File: src/rtl/id_ex_pkg.sv
// Shared widths, occupancy states and payload layout for the ID/EX stage register.
package id_ex_pkg;

  localparam int DATA_W_D = 32;
  localparam int REG_W_D  = 5;
  localparam int WB_W_D   = 2;
  localparam int M_W_D    = 3;
  localparam int EX_W_D   = 4;

  typedef enum logic [1:0] {
    ST_EMPTY = 2'd0,
    ST_ONE   = 2'd1,
    ST_TWO   = 2'd2
  } occ_state_e;

  typedef struct packed {
    logic [WB_W_D-1:0] wb;
    logic [M_W_D-1:0]  m;
    logic [EX_W_D-1:0] ex;
  } ctrl_t;

  typedef struct packed {
    ctrl_t               ctrl;
    logic [DATA_W_D-1:0] data_a;
    logic [DATA_W_D-1:0] data_b;
    logic [DATA_W_D-1:0] imm;
    logic [REG_W_D-1:0]  rs;
    logic [REG_W_D-1:0]  rt;
    logic [REG_W_D-1:0]  rd;
  } payload_t;

  // Control groups sit in the MSBs of a packed payload so they can be cleared as one slice.
  function automatic int payload_width(input int data_w, input int reg_w,
                                       input int wb_w, input int m_w, input int ex_w);
    return wb_w + m_w + ex_w + 3 * data_w + 3 * reg_w;
  endfunction

endpackage

File: src/rtl/id_ex_pipe_reg_entry.sv
// One stage entry: payload register plus valid bit. Clearing zeroes the control
// slice so an invalid entry always reads as a NOP; the data slice is retained.
module pipe_skid_entry #(
  parameter int W      = 8,
  parameter int CTRL_W = 1
) (
  input  logic         clock,
  input  logic         reset,
  input  logic         load,
  input  logic         clear,
  input  logic [W-1:0] d,
  output logic [W-1:0] q,
  output logic         valid
);

  always_ff @(posedge clock) begin
    if (reset) begin
      valid <= 1'b0;
      q     <= '0;
    end else if (clear) begin
      valid              <= 1'b0;
      q[W-1 -: CTRL_W]   <= '0;
    end else if (load) begin
      valid <= 1'b1;
      q     <= d;
    end
  end

endmodule

File: src/rtl/id_ex_pipe_reg.sv
// ID/EX pipeline register with valid/ready handshake, two-entry skid buffer and flush.
//   state    | meaning
//   ST_EMPTY | no beat held, in_ready = 1
//   ST_ONE   | main holds a beat, skid empty, in_ready = 1
//   ST_TWO   | main and skid both hold beats, in_ready = 0
module id_ex_pipe_reg
  import id_ex_pkg::*;
#(
  parameter int DATA_W = DATA_W_D,
  parameter int REG_W  = REG_W_D,
  parameter int WB_W   = WB_W_D,
  parameter int M_W    = M_W_D,
  parameter int EX_W   = EX_W_D
) (
  input  logic              clock,
  input  logic              reset,
  input  logic              flush,
  input  logic              in_valid,
  output logic              in_ready,
  input  logic [WB_W-1:0]   WB,
  input  logic [M_W-1:0]    M,
  input  logic [EX_W-1:0]   EX,
  input  logic [DATA_W-1:0] DataA,
  input  logic [DATA_W-1:0] DataB,
  input  logic [DATA_W-1:0] imm_value,
  input  logic [REG_W-1:0]  RegRs,
  input  logic [REG_W-1:0]  RegRt,
  input  logic [REG_W-1:0]  RegRd,
  output logic              out_valid,
  input  logic              out_ready,
  output logic [WB_W-1:0]   WBreg,
  output logic [M_W-1:0]    Mreg,
  output logic [EX_W-1:0]   EXreg,
  output logic [DATA_W-1:0] DataAreg,
  output logic [DATA_W-1:0] DataBreg,
  output logic [DATA_W-1:0] imm_valuereg,
  output logic [REG_W-1:0]  RegRsreg,
  output logic [REG_W-1:0]  RegRtreg,
  output logic [REG_W-1:0]  RegRdreg
);

  localparam int CTRL_W = WB_W + M_W + EX_W;
  localparam int PW     = payload_width(DATA_W, REG_W, WB_W, M_W, EX_W);

  occ_state_e      state_q, state_d;
  logic            in_ready_q;
  logic            accept, consume;
  logic            main_valid, skid_valid;
  logic            main_load, main_clear, skid_load, skid_clear;
  logic [PW-1:0]   in_payload, main_d, main_q, skid_q;

  assign in_payload = {WB, M, EX, DataA, DataB, imm_value, RegRs, RegRt, RegRd};

  assign accept  = in_valid && in_ready_q && !flush;
  assign consume = main_valid && out_ready;

  // in_ready is registered from the next state so out_ready never reaches decode combinationally.
  always_ff @(posedge clock) begin
    if (reset) begin
      state_q    <= ST_EMPTY;
      in_ready_q <= 1'b0;
    end else begin
      state_q    <= state_d;
      in_ready_q <= (state_d != ST_TWO);
    end
  end

  always_comb begin
    state_d = state_q;
    if (flush) begin
      state_d = ST_EMPTY;
    end else begin
      unique case (state_q)
        ST_EMPTY: if (accept) state_d = ST_ONE;
        ST_ONE: begin
          if (accept && !consume)      state_d = ST_TWO;
          else if (!accept && consume) state_d = ST_EMPTY;
        end
        ST_TWO:   if (consume) state_d = ST_ONE;
        default:  state_d = ST_EMPTY;
      endcase
    end
  end

  always_comb begin
    main_load  = 1'b0;
    main_clear = flush;
    skid_load  = 1'b0;
    skid_clear = flush;
    main_d     = in_payload;
    if (!flush) begin
      unique case (state_q)
        ST_EMPTY: main_load = accept;
        ST_ONE: begin
          main_load  = accept && consume;
          main_clear = consume && !accept;
          skid_load  = accept && !consume;
        end
        ST_TWO: begin
          main_load  = consume;
          main_d     = skid_q;
          skid_clear = consume;
        end
        default: main_clear = 1'b1;
      endcase
    end
  end

  pipe_skid_entry #(.W(PW), .CTRL_W(CTRL_W)) u_main (
    .clock (clock),
    .reset (reset),
    .load  (main_load),
    .clear (main_clear),
    .d     (main_d),
    .q     (main_q),
    .valid (main_valid)
  );

  pipe_skid_entry #(.W(PW), .CTRL_W(CTRL_W)) u_skid (
    .clock (clock),
    .reset (reset),
    .load  (skid_load),
    .clear (skid_clear),
    .d     (in_payload),
    .q     (skid_q),
    .valid (skid_valid)
  );

  assign in_ready  = in_ready_q;
  assign out_valid = main_valid;
  assign {WBreg, Mreg, EXreg, DataAreg, DataBreg, imm_valuereg,
          RegRsreg, RegRtreg, RegRdreg} = main_q;

  // Skid validity is implied by the occupancy state; kept visible for debug only.
  logic unused_skid_valid;
  assign unused_skid_valid = skid_valid;

endmodule

File: config.mk
export PLATFORM = sky130hd
export DESIGN_NAME = id_ex_pipe_reg
export DESIGN_NICKNAME = d
export VERILOG_FILES = /design/src/rtl/id_ex_pkg.sv /design/src/rtl/id_ex_pipe_reg_entry.sv /design/src/rtl/id_ex_pipe_reg.sv
export SDC_FILE = /design/constraint.sdc
export NUM_CORES = 1
export LEC_CHECK = 0
export ABC_AREA = 1
export BUFFER_PORTS_ARGS = -buffer_cell sky130_fd_sc_hd__buf_4
export CORE_ASPECT_RATIO = 0.6
export CORE_UTILIZATION = 50
export CTS_CLUSTER_SIZE = 25
export DETAILED_ROUTE_END_ITERATION = 10
export GPL_TIMING_DRIVEN = 0
export PLACE_DENSITY_LB_ADDON = 0.2
export SYNTH_ARGS = -nofsm -noshare
export SYNTH_HDL_FRONTEND = slang
export SYNTH_HIERARCHICAL = 1
export SYNTH_SLANG_ARGS = --single-unit
File: constraint.sdc
create_clock -name clock -period 1.9 [get_ports clock]
set_clock_uncertainty 0.1 [all_clocks]
set_input_delay 0.285 -clock clock [delete_from_list [all_inputs] [get_ports clock]]
set_output_delay 0.285 -clock clock [all_outputs]
set_load 0.01 [all_outputs]
==> Yosys cells after proc, flatten, opt, wreduce, memory -nomap -nowiden <==
Index checks and enable logic that the tools add are counted.
{ "word_totals": {"ff_bits": 244, "output_inout_bits": 122} }
{ "op_classes": {"eq_ne": 3, "mux": 16, "bitwise_logic": 2, "n_reduce_logical": 15} }
{ "ops": {"columns": ["op", "n"], "rows": [
  ["120-bit two-way mux", 2],
  ["2-bit two-way mux", 5],
  ["1-bit logical AND", 6],
  ["1-bit two-way mux", 6],
  ["2-bit case mux with 3 select lines", 1],
  ["2-bit OR reduction", 3],
  ["2-bit AND reduction", 2],
  ["1-bit logical NOT", 3],
  ["1-bit case mux with 3 select lines", 1],
  ["2-bit by 1-bit == test with 1-bit output, second input constant", 1],
  ["2-bit == test, second input constant", 1],
  ["2-bit logical NOT", 1],
  ["2-bit inequality test, second input constant", 1],
  ["1-bit inverter", 2],
  ["1-bit case mux with 2 select lines", 1]
]} }

==> Longest topological paths before layout <==
Gate-level depths: netlist of run 1.
{ "logic_depth": {"depth_word": 9, "mapped_depth": 12, "depth_no_buf": 10} }

==> Cells and area by module <==
The synthesis of run 1 kept the hierarchy.
{ "by_module_without_submodules": {"columns": ["mod", "instances", "cells_each", "area_each_um2"], "rows": [
  ["pipe_skid_entry", 2, 760, 5033.6],
  ["id_ex_pipe_reg", 1, 436, 1960.6]
]} }

==> Worst setup path before layout of run 1 <==
OpenSTA, ideal clock, no wires.
{ "synth_timing": {"path_kind": "reg-to-reg", "start": "register u_main.valid", "end": "register u_main.q[50]", "setup_ns": 0.064, "t_arrival_ns": 1.660, "required_ns": 1.736, "path_slack_ns": 0.076, "path_stages_with_launch": 11, "n_path_buf": 2, "period_less_slack_ns": 1.824, "cell_sequence": "dfxtp_1 > nand2_1 > inv_1 > nand2_1 > o31ai_1 > inv_2 > buf_2 > buf_2 > nand3_1 > nand2_1 > nor2_1"} }
{ "synth_via": {"elab_chain_cells": 6, "elab_cells_between_ends": 9} }
{ "synth_rtl": {"columns": ["element", "line_no", "rtl"], "rows": [
  ["start: declaration", "id_ex_pipe_reg_entry.sv:13", "output logic valid"],
  ["start signal: assignment", "id_ex_pipe_reg_entry.sv:18", "valid <= 1'b0;"],
  ["start signal: assignment", "id_ex_pipe_reg_entry.sv:21", "valid <= 1'b0;"],
  ["start signal: assignment", "id_ex_pipe_reg_entry.sv:24", "valid <= 1'b1;"],
  ["1-bit logical AND", "id_ex_pipe_reg.sv:55", "assign consume = main_valid && out_ready;"],
  ["1-bit logical AND", "id_ex_pipe_reg.sv:96", "main_clear = consume && !accept;"],
  ["1-bit case mux with 2 select lines", "id_ex_pipe_reg.sv:92", "unique case (state_q)"],
  ["1-bit two-way mux", "id_ex_pipe_reg.sv:91", "if (!flush) begin"],
  ["via main_clear", "id_ex_pipe_reg.sv:49", "logic main_load, main_clear, skid_load, skid_clear;"],
  ["1-bit inverter (no source line)", null, null],
  ["2-bit AND reduction (no source line)", null, null],
  ["end signal: assignment", "id_ex_pipe_reg_entry.sv:19", "q <= '0;"],
  ["end signal: indexed assignment", "id_ex_pipe_reg_entry.sv:22", "q[W-1 -: CTRL_W] <= '0;"],
  ["end signal: assignment", "id_ex_pipe_reg_entry.sv:25", "q <= d;"],
  ["end: declaration", "id_ex_pipe_reg_entry.sv:12", "output logic [W-1:0] q,"]
]} }
The timed path passes the listed nets, and every way through them passes these cells.
A chain may end at the register's enable or synchronous reset.

==> Final worst setup path of run 1 <==
{ "layout_timing": {"start": "register state_q[1]", "end": "register u_main.q[80]"} }
{ "layout_via": {"elab_cells_between_ends": 12} }
{ "layout_lines": {"columns": ["element", "line_no", "rtl"], "rows": [
  ["start: declaration", "id_ex_pipe_reg.sv:45", "occ_state_e state_q, state_d;"],
  ["start signal: assignment", "id_ex_pipe_reg.sv:63", "state_q <= state_d;"],
  ["2-bit == test (tied with other cells)", "id_ex_pipe_reg.sv:92", null],
  ["1-bit case mux with 3 select lines (*)", "id_ex_pipe_reg.sv:92", null],
  ["1-bit two-way mux (*)", "id_ex_pipe_reg.sv:91", null],
  ["via main_load", "id_ex_pipe_reg.sv:49", null],
  ["2-bit AND reduction (no source line) (*)", null, null]
]} }
The timed path passes the listed nets; every way through them passes the cells marked *.

==> results.toml, run 1 <==
[min_path]
min-delay-path-class = "input pin to flip-flop"

[global_routing]
overflow = 0
antenna_found_initial = 0
track_usage_pct = 29.9
grt_pass1_vias = 11500
grt_first_pass_wirelength_um = 59400
grt_max_degree = 15

[power_and_ir_drop]
internal-power_mw = 8.83
vdd_drop_max_mv = 0.567
comb_power_share_pct = 12.2
p_seq_share_pct = 44.8
total_power_mw = 11.7
power.switching_mw = 2.83
p_sw_share_pct = 24.2
leakagePower_nw = 8.45
power_per_cell_area_nw_per_um2 = 672
clockPowerShare_pct = 43.1

[final_layout]
fin_area_sq_um = 17300
stdcell_count = 2701
antennaDiodeCount = 0
drive_gt1_share_pct = 20.2
areaGrowthSynthToFinish_pct = 44.5
finish.utilization_pct = 74.4
fin_nets = 2493

[sta]
fin_crit_sh_pct = 102
fmax_mhz = 515
finalSetupViolations = 17
finalHoldViolCount = 0
worst_slew_pin_slew_ns = 0.553
setup_tns_ns = -0.206
fin_ws_ns = -0.0419
min_period_ns = 1.94
rsz0062_at_grt = "yes"
hold_ws_ns = 0.0155
max-slew-margin-rel_pct = 63.1
drv_slew = 0

[detailed_routing]
vias_per_cell = 5.09
routed_wl_um = 40900
drc_errors = 0
dr.pass1.iters = 5
antenna_left = 0
wl_per_cell_um = 15.1
vias = 13700
drtIter0Drc = 1586

[clock_network]
h-tree-depth = 1
clock-sinks = 244
path_clk_slew_ns = 0.07
cts_root_buf = "clkbuf_16"
worstSkewPairLatency_ns = 0.52
cts_buffer_depth = 3
numCtsBuffers = 24
cts_tree = "yes"

[run]
drv_cap = 0

[critical_path]
rrSetupSlack_ns = -0.04
worstPathRequired_ns = 2.25
crit_path_end_kind = "flip-flop"
worstSetupStartpointType = "flip-flop"
arrival_ns = 2.30
path_max_fanout = 10
critical_path_class = "flip-flop to flip-flop"

[yosys]
synthCells = 1953
syn_area_per_cell_sq_um = 6.14
yosysWarningCount = 6
synth_nets = 2078
syn_area_sq_um = 12000

[die]
core_region_area_sq_um = 23300
die_height_um = 122
pin_count = 247
start_util_pct = 51.5
dieArea_sq_um = 24600
fp-row-count = 43
die_x_um = 202

[place]
place_area_sq_um = 14200
io_buffer_count = 245
place_congestion = 0.906
dp_hpwl_um = 26400
dp_slack_ns = -0.608
dp_cells = 2513

[outcome]
violations = "setup timing"
outcome = "finished with violations"
state kept, by name, indices dropped and copies added, names as in the netlist:
register      flops
in_ready          1
state_q           2
u_main/q        120
u_main/valid      1
u_skid/q        120
critical path: stages, from the launching register on:
cell and delay [ns]:
dfxtp_4 0.39, inv_4 0.04, nor2_4 0.11, nand2_2 0.09
a21oi_2 0.16, buf_6 0.17, clkinv_8 0.07, nor2_4 0.15
buf_6 0.13, buf_12 0.15, buf_8 0.15, nor2_1 0.05
nor2_1 0.12
cells in the final DEF, fill, tap and decap left out, types with 8 or more instances in the layout:
| cell | instances |
|---|---|
| a21oi_1 | 20 |
| buf_1 | 10 |
| buf_2 | 26 |
| buf_4 | 259 |
| buf_6 | 21 |
| buf_8 | 14 |
| clkbuf_1 | 38 |
| clkbuf_16 | 41 |
| clkbuf_2 | 13 |
| clkbuf_4 | 15 |
| clkbuf_8 | 8 |
| dfxtp_1 | 240 |
| dlygate4sd3_1 | 114 |
| inv_1 | 226 |
| nand2_1 | 507 |
| nand3_1 | 224 |
| nor2_1 | 404 |
| nor2_2 | 31 |
| nor2_4 | 18 |
| o21ai_0 | 119 |
power groups by stage:
stage	Combinational, mW	Clock (mW)	Sequential [mW]
final	1.42	5.02	5.22
after global routing	1.54	5.29	5.22
after CTS	1.32	5.07	5.21
after detailed placement	1.10	0	5.33
after global placement	1.08	0	5.32
after floorplan	0.575	0	5.35
final timing paths:
kind	start	endpoint	cells after the start
worst max-delay path	state_q[1]	u_main/q[80]	12
worst min-delay path	DataA[0]	u_skid/q[79]	5
worst max register to register	state_q[1]	u_main/q[80]	12
worst min register to register	u_skid/q[112]	u_skid/q[112]	2
layer usage:
metal	part of all wire, %	GRT usage, %	wire length [um]
met2	42	43.9	17200
met4	2.1	7.39	855
met1	47	45.1	19200
met3	8.9	4.98	3650
met5	0	0	0
final cells by class:
class	count	area (sq um)
clock buffers	39	758
flip-flops and latches	244	4900
inverters	235	905
well taps	315	394
clock inverters	5	75.1
multi-input cells	1335	5740
plain buffers	134	973
repair buffers	394	3590
fillers	1850	5960
timing repair:
action / CTS / global route
pin swaps: 3 / 69
cloned: 1 / 17
gates resized for setup: 43 / 152
hold buffers: 114 / 0
buffers inserted: 8 / 9
endpoints found under the setup margin: 220 / 235
hold endpoints to repair: 116 / 0
(Power assumes the default switching activity.)
==> run 2, diff against run 1 <==
- clock period: 1.9 -> 1.7 ns (I/O delays scaled with it)
==> run 2 against run 1 <==
- count of clock-buffer cells in the layout down 5
- critical path type unchanged
- largest cell class unchanged
- fmax up 1.3%
- final area down 0.97%
- sequential power up 12%
- utilization down 0.73 points
- sequential cell count unchanged
- combinational power up 12%
- the flow still finishes with violations (setup timing)
- die area unchanged
==> results.toml, run 2 (synthesized netlist as in run 1, its figures left out) <==
[place]
place_area_sq_um = 14200
place_congestion = 0.875
dp_cells = 2513
dp_hpwl_um = 26400
io_buffer_count = 245

[final_layout]
mostFrequentLayoutCells = "nand2_1, nor2_1, buf_4, dfxtp_1, inv_1"
drive_gt1_share_pct = 19.2
final_common_cell = "nand2_1"
multi_input_area_sq_um = 5630
fin_nets = 2498
stdcell_count = 2706
regArea_sq_um = 4890
areaGrowthSynthToFinish_pct = 43.1
reg.largest.list = "u_main/q x120, u_skid/q x120, state_q x2"
fin_area_sq_um = 17200
fill_cells = 1906

[sta]
fin_ws_ns = -0.218
drv_slew = 0
min_period_ns = 1.92
setup_tns_ns = -20.57
finalHoldViolCount = 0
max-slew-margin-rel_pct = 64.5
fin_crit_sh_pct = 113
rsz0062_at_grt = "yes"
fmax_mhz = 521
finalSetupViolations = 239
worst_slew_pin_slew_ns = 0.532

[global_routing]
grtUsageMet3_pct = 6.21
grt_pass1_vias = 12200
track_usage_pct = 30.9
grt_first_pass_wirelength_um = 61300
grt_max_degree = 15
grt_use_met2_pct = 46.5
top_usage_layer = "met2"
overflow = 0
grtUsageMet1_pct = 44.7
antenna_found_initial = 2

[die]
die_x_um = 202
core_region_area_sq_um = 23300
die_height_um = 122
pin_count = 247
fp-row-count = 43
start_util_pct = 51.5
dieArea_sq_um = 24600

[critical_path]
r2r_cells = 12
critical_path_class = "flip-flop to flip-flop"
crit_path_end_kind = "flip-flop"
worstPathRequired_ns = 2.04
cp-startpoint = "state_q[1]"
worstSetupStartpointType = "flip-flop"
arrival_ns = 2.26
rrSetupSlack_ns = -0.22
r2r_end = "u_main/q[91]"
path_max_fanout = 5
reg2reg_from = "state_q[1]"
endpoint = "u_main/q[91]"

[power_and_ir_drop]
p_seq_share_pct = 44.6
clockPowerShare_pct = 43.3
comb_power_share_pct = 12.2
power_per_cell_area_nw_per_um2 = 761
internal-power_mw = 9.83
p_sw_share_pct = 24.8
vdd_drop_max_mv = 0.661
leakagePower_nw = 8.37
power.switching_mw = 3.24

[detailed_routing]
vias = 13700
dr.pass1.iters = 5
wl_per_cell_um = 14.9
vias_per_cell = 5.08
antenna_left = 0
drtIter0Drc = 1309
drc_errors = 0
routed_wl_um = 40400

[clock_network]
clock-sinks = 244
worstSkewPairLatency_ns = 0.52
h-tree-depth = 1
numCtsBuffers = 25
cts_root_buf = "clkbuf_16"
cts_tree = "yes"
path_clk_slew_ns = 0.06
cts_buffer_depth = 3

[run]
drv_cap = 0

[outcome]
outcome = "finished with violations"
violations = "setup timing"

[min_path]
min-delay-path-class = "input pin to flip-flop"
-- run 2: changes by cell type in the layout (fill, tap and decap cells not counted), sizes merged --
cell / before / now
clkbuf: 115 / 92
buf: 338 / 353
diode: 0 / 1
bufinv: 2 / 3
inv: 234 / 235
dlygate4sd3: 114 / 121
clkinv: 4 / 7
-- run 2: routing by layer --
layer | part of all wire [%] | vias up
li1 | - | 6763
met1 | 45 | 6249
met2 | 43 | 645
met3 | 9.7 | 90
met4 | 2.5 | 0
met5 | 0 | -
-- run 2: critical path, cell delays in order (launching register included) --
cell     delay [ns]
dfxtp_4        0.38
inv_4          0.04
nor2_4         0.14
nand2_2        0.10
a21oi_2        0.15
buf_6          0.14
inv_8          0.03
nor2_4         0.13
buf_6          0.14
buf_12         0.15
buf_8          0.13
nor2_1         0.04
nor2_1         0.15
-- run 2: repair_timing --
item,CTS,global route
endpoints found under the hold margin,124,0
resized for setup,100,93
pin swaps,16,51
gates cloned,4,7
setup buffers,14,4
hold buffers,121,0
endpoints found under the setup margin,241,241
-- run 2: power by group through the flow --
stage	clock network, mW	registers [mW]	logic (mW)
2_1_floorplan	0	5.97	0.644
3_3_place_gp	0	5.95	1.20
3_5_place_dp	0	5.95	1.22
4_1_cts	5.72	5.82	1.51
5_1_grt	5.96	5.83	1.73
6_report	5.65	5.83	1.59
-- run 2: per-stage QoR --
step           utilization, %  hold slack (ns)  total power, mW  setup WS, ns
2_1_floorplan               -            0.224             6.62        0.0327
3_5_place_dp             61.2            0.351             7.17        -0.446
6_report                 73.7           0.0875             13.1        -0.218
4_1_cts                  72.1           0.0595             13.1        -0.159
5_1_grt                  73.7           0.0981             13.5        -0.293
3_3_place_gp             61.2            0.346             7.15        -0.412
-- run 2: worst min-delay path by stage --
| stage | startpoint | endpoint | cells past startpoint | slack, ns |
|---|---|---|---|---|
| 5_1_grt | flush | state_q[0] | 4 | 0.1 |
| 6_report | out_ready | state_q[0] | 6 | 0.09 |
| 3_3_place_gp | reset | in_ready | 2 | 0.35 |
| 3_5_place_dp | reset | state_q[1] | 2 | 0.35 |
| 4_1_cts | out_ready | state_q[0] | 6 | 0.06 |
| 2_1_floorplan | reset | in_ready | 1 | 0.22 |
-- run 2: final cells by class --
type | count | share of cell area [%]
multi-input combinational | 1335 | 32.8
clock buffer | 34 | 4.02
sequential | 244 | 28.5
timing repair buffer | 394 | 20.2
tap | 315 | 2.30
clock inverter | 10 | 0.794
inverter | 235 | 5.23
antenna | 1 | 0.0146
buffer | 138 | 6.17
==> run 3, diff against run 2 <==
- GPL_TIMING_DRIVEN: 0 -> not set
==> run 3 against run 2 <==
- sequential share of layout area fell by 1.9 points
- register-to-register slack better by 0.03 ns
- wire length grew 21%
- global-route usage down 0.10 points
- utilization grew 5.1 points
- final area up 6.9%
- the run still ends with setup timing left
- hold slack worse by 0.052 ns
- via count is 5.7% higher
- combinational power grew 11%
- highest routed layer unchanged
==> results.toml, run 3 (synthesized netlist as in run 1, its figures left out) <==
[sta]
drv_slew = 0
fin_ws_ns = -0.184
finalSetupViolations = 171
min_period_ns = 1.88
rsz0062_at_grt = "yes"
hold_ws_ns = 0.0351
worst_slew_pin_slew_ns = 0.445
finalHoldViolCount = 0
fmax_mhz = 531
fin_crit_sh_pct = 111
max-slew-margin-rel_pct = 70.4
setup_tns_ns = -8.74

[clock_network]
cts_buffer_depth = 3
path_clk_slew_ns = 0.07
h-tree-depth = 1
clock-sinks = 244
numCtsBuffers = 24
worstSkewPairLatency_ns = 0.52
cts_tree = "yes"
cts_root_buf = "clkbuf_16"

[global_routing]
grtUsageMet3_pct = 6.47
antenna_found_initial = 0
top_usage_layer = "met2"
grt_pass1_vias = 12300
track_usage_pct = 30.8
grt_max_degree = 52
grt_use_met2_pct = 50.9
grtUsageMet1_pct = 41.1
grt_first_pass_wirelength_um = 61600
overflow = 0

[place]
place_area_sq_um = 14300
dp_hpwl_um = 23000
io_buffer_count = 246
place_congestion = 0.840

[detailed_routing]
drtIter0Drc = 1694
drc_errors = 0
vias = 14500
dr.pass1.iters = 6
vias_per_cell = 5.46
wl_per_cell_um = 18.4
antenna_left = 0
routed_wl_um = 49000

[critical_path]
path_max_fanout = 6
critical_path_class = "flip-flop to flip-flop"
crit_path_end_kind = "flip-flop"
max_stage_delay_ns = 0.34
crit_chain = "inv_2 -> nor2_4 -> nand2_4 -> a21oi_4 -> inv_2 -> nor2_4 -> buf_6 -> buf_12 -> buf_16 -> nor2_1 -> nor2_1"
worstSetupStartpointType = "flip-flop"
slowest_stage = "dfxtp_2"
worstPathRequired_ns = 2.04
arrival_ns = 2.23

[power_and_ir_drop]
internal-power_mw = 9.97
p_sw_share_pct = 25.1
vdd_drop_max_mv = 0.669
p_seq_share_pct = 43.8
total_power_mw = 13.3
power_per_cell_area_nw_per_um2 = 725
leakagePower_nw = 8.88
clockPowerShare_pct = 43.0
comb_power_share_pct = 13.2
power.switching_mw = 3.34

[final_layout]
fin_area_sq_um = 18400
final_common_cell = "nand2_1"
mostFrequentLayoutCells = "nand2_1, nor2_1, buf_4, dfxtp_1, inv_1"
fin_nets = 2455
antennaDiodeCount = 0
areaGrowthSynthToFinish_pct = 53.0
reg.largest.list = "u_main/q x120, u_skid/q x120, state_q x2"
drive_gt1_share_pct = 25.0

[die]
die_height_um = 122
pin_count = 247
fp-row-count = 43
start_util_pct = 51.5
die_x_um = 202
dieArea_sq_um = 24600
core_region_area_sq_um = 23300

[outcome]
violations = "setup timing"
outcome = "finished with violations"

[min_path]
min-delay-path-class = "input pin to flip-flop"

[run]
drv_cap = 0
==> run 3: cell count changes in the layout (fill, tap and decap cells not counted), sizes merged <==
cell	change
clkbuf	-30
buf	-12
clkinv	-3
clkinvlp	+1
diode	-1
dlygate4sd3	-1
inv	+1
==> run 3: power by group through the flow <==
stage               clock, mW  combinational, mW  sequential, mW
floorplan                   0              0.644            5.97
global placement            0               1.25            5.95
detailed placement          0               1.27            5.95
CTS                      5.72               1.53            5.82
global route             5.99               1.88            5.83
finish                   5.72               1.76            5.83
==> run 3: through the flow <==
| step | setup slack [ns] | util (%) | instances |
|---|---|---|---|
| finish | -0.184 | 78.8 | 2661 |
| global route | -0.262 | 78.8 | 2661 |
| CTS | -0.0269 | 71.7 | 2614 |
| detailed placement | -0.106 | 61.3 | 2428 |
| global placement | -0.0531 | 61.3 | 2428 |
| floorplan | 0.0327 | - | 1953 |
==> run 3: worst paths after layout <==
kind         slack, ns          start            end  cells past startpoint
min reg2reg       0.36  u_skid/q[116]  u_skid/q[116]                      2
max              -0.18     state_q[1]   u_main/q[78]                     11
max reg2reg      -0.18     state_q[1]   u_main/q[78]                     11
min               0.04  imm_value[17]   u_skid/q[32]                      5
==> run 3: layout make-up <==
type                    instances  area, sq um
fillers                      1596         4940
repair buffers                490         5140
clock inverters                 9          126
inverters                     235          907
well taps                     315          394
clock buffers                  33          706
multi-input cells            1335         6200
flip-flops and latches        244         4890
==> run 3: per-layer routing <==
layer	vias up	wire, um	part of all wire [%]
li1	6676	-	-
met1	6708	20000	41
met2	995	21300	43
met3	154	6220	13
met4	0	1520	3.1
met5	-	0	0
==> run 3: critical path, delay by kind of cell, from the launching register on <==
kind                   cells  cell delay (ns)
buffers and inverters      5             0.56
AO/OA/AOI/OAI              1             0.19
flip-flops                 1             0.34
AND/OR/NAND/NOR            5             0.62
==> run 3: timing repair <==
item / 4_1_cts / 5_1_grt
endpoints found under the hold margin: 122 / 0
setup endpoints to repair: 210 / 240
hold buffers: 120 / 0
setup buffers: 20 / 11
cloned: 6 / 37
resized for setup: 26 / 237
pin swaps: 23 / 120
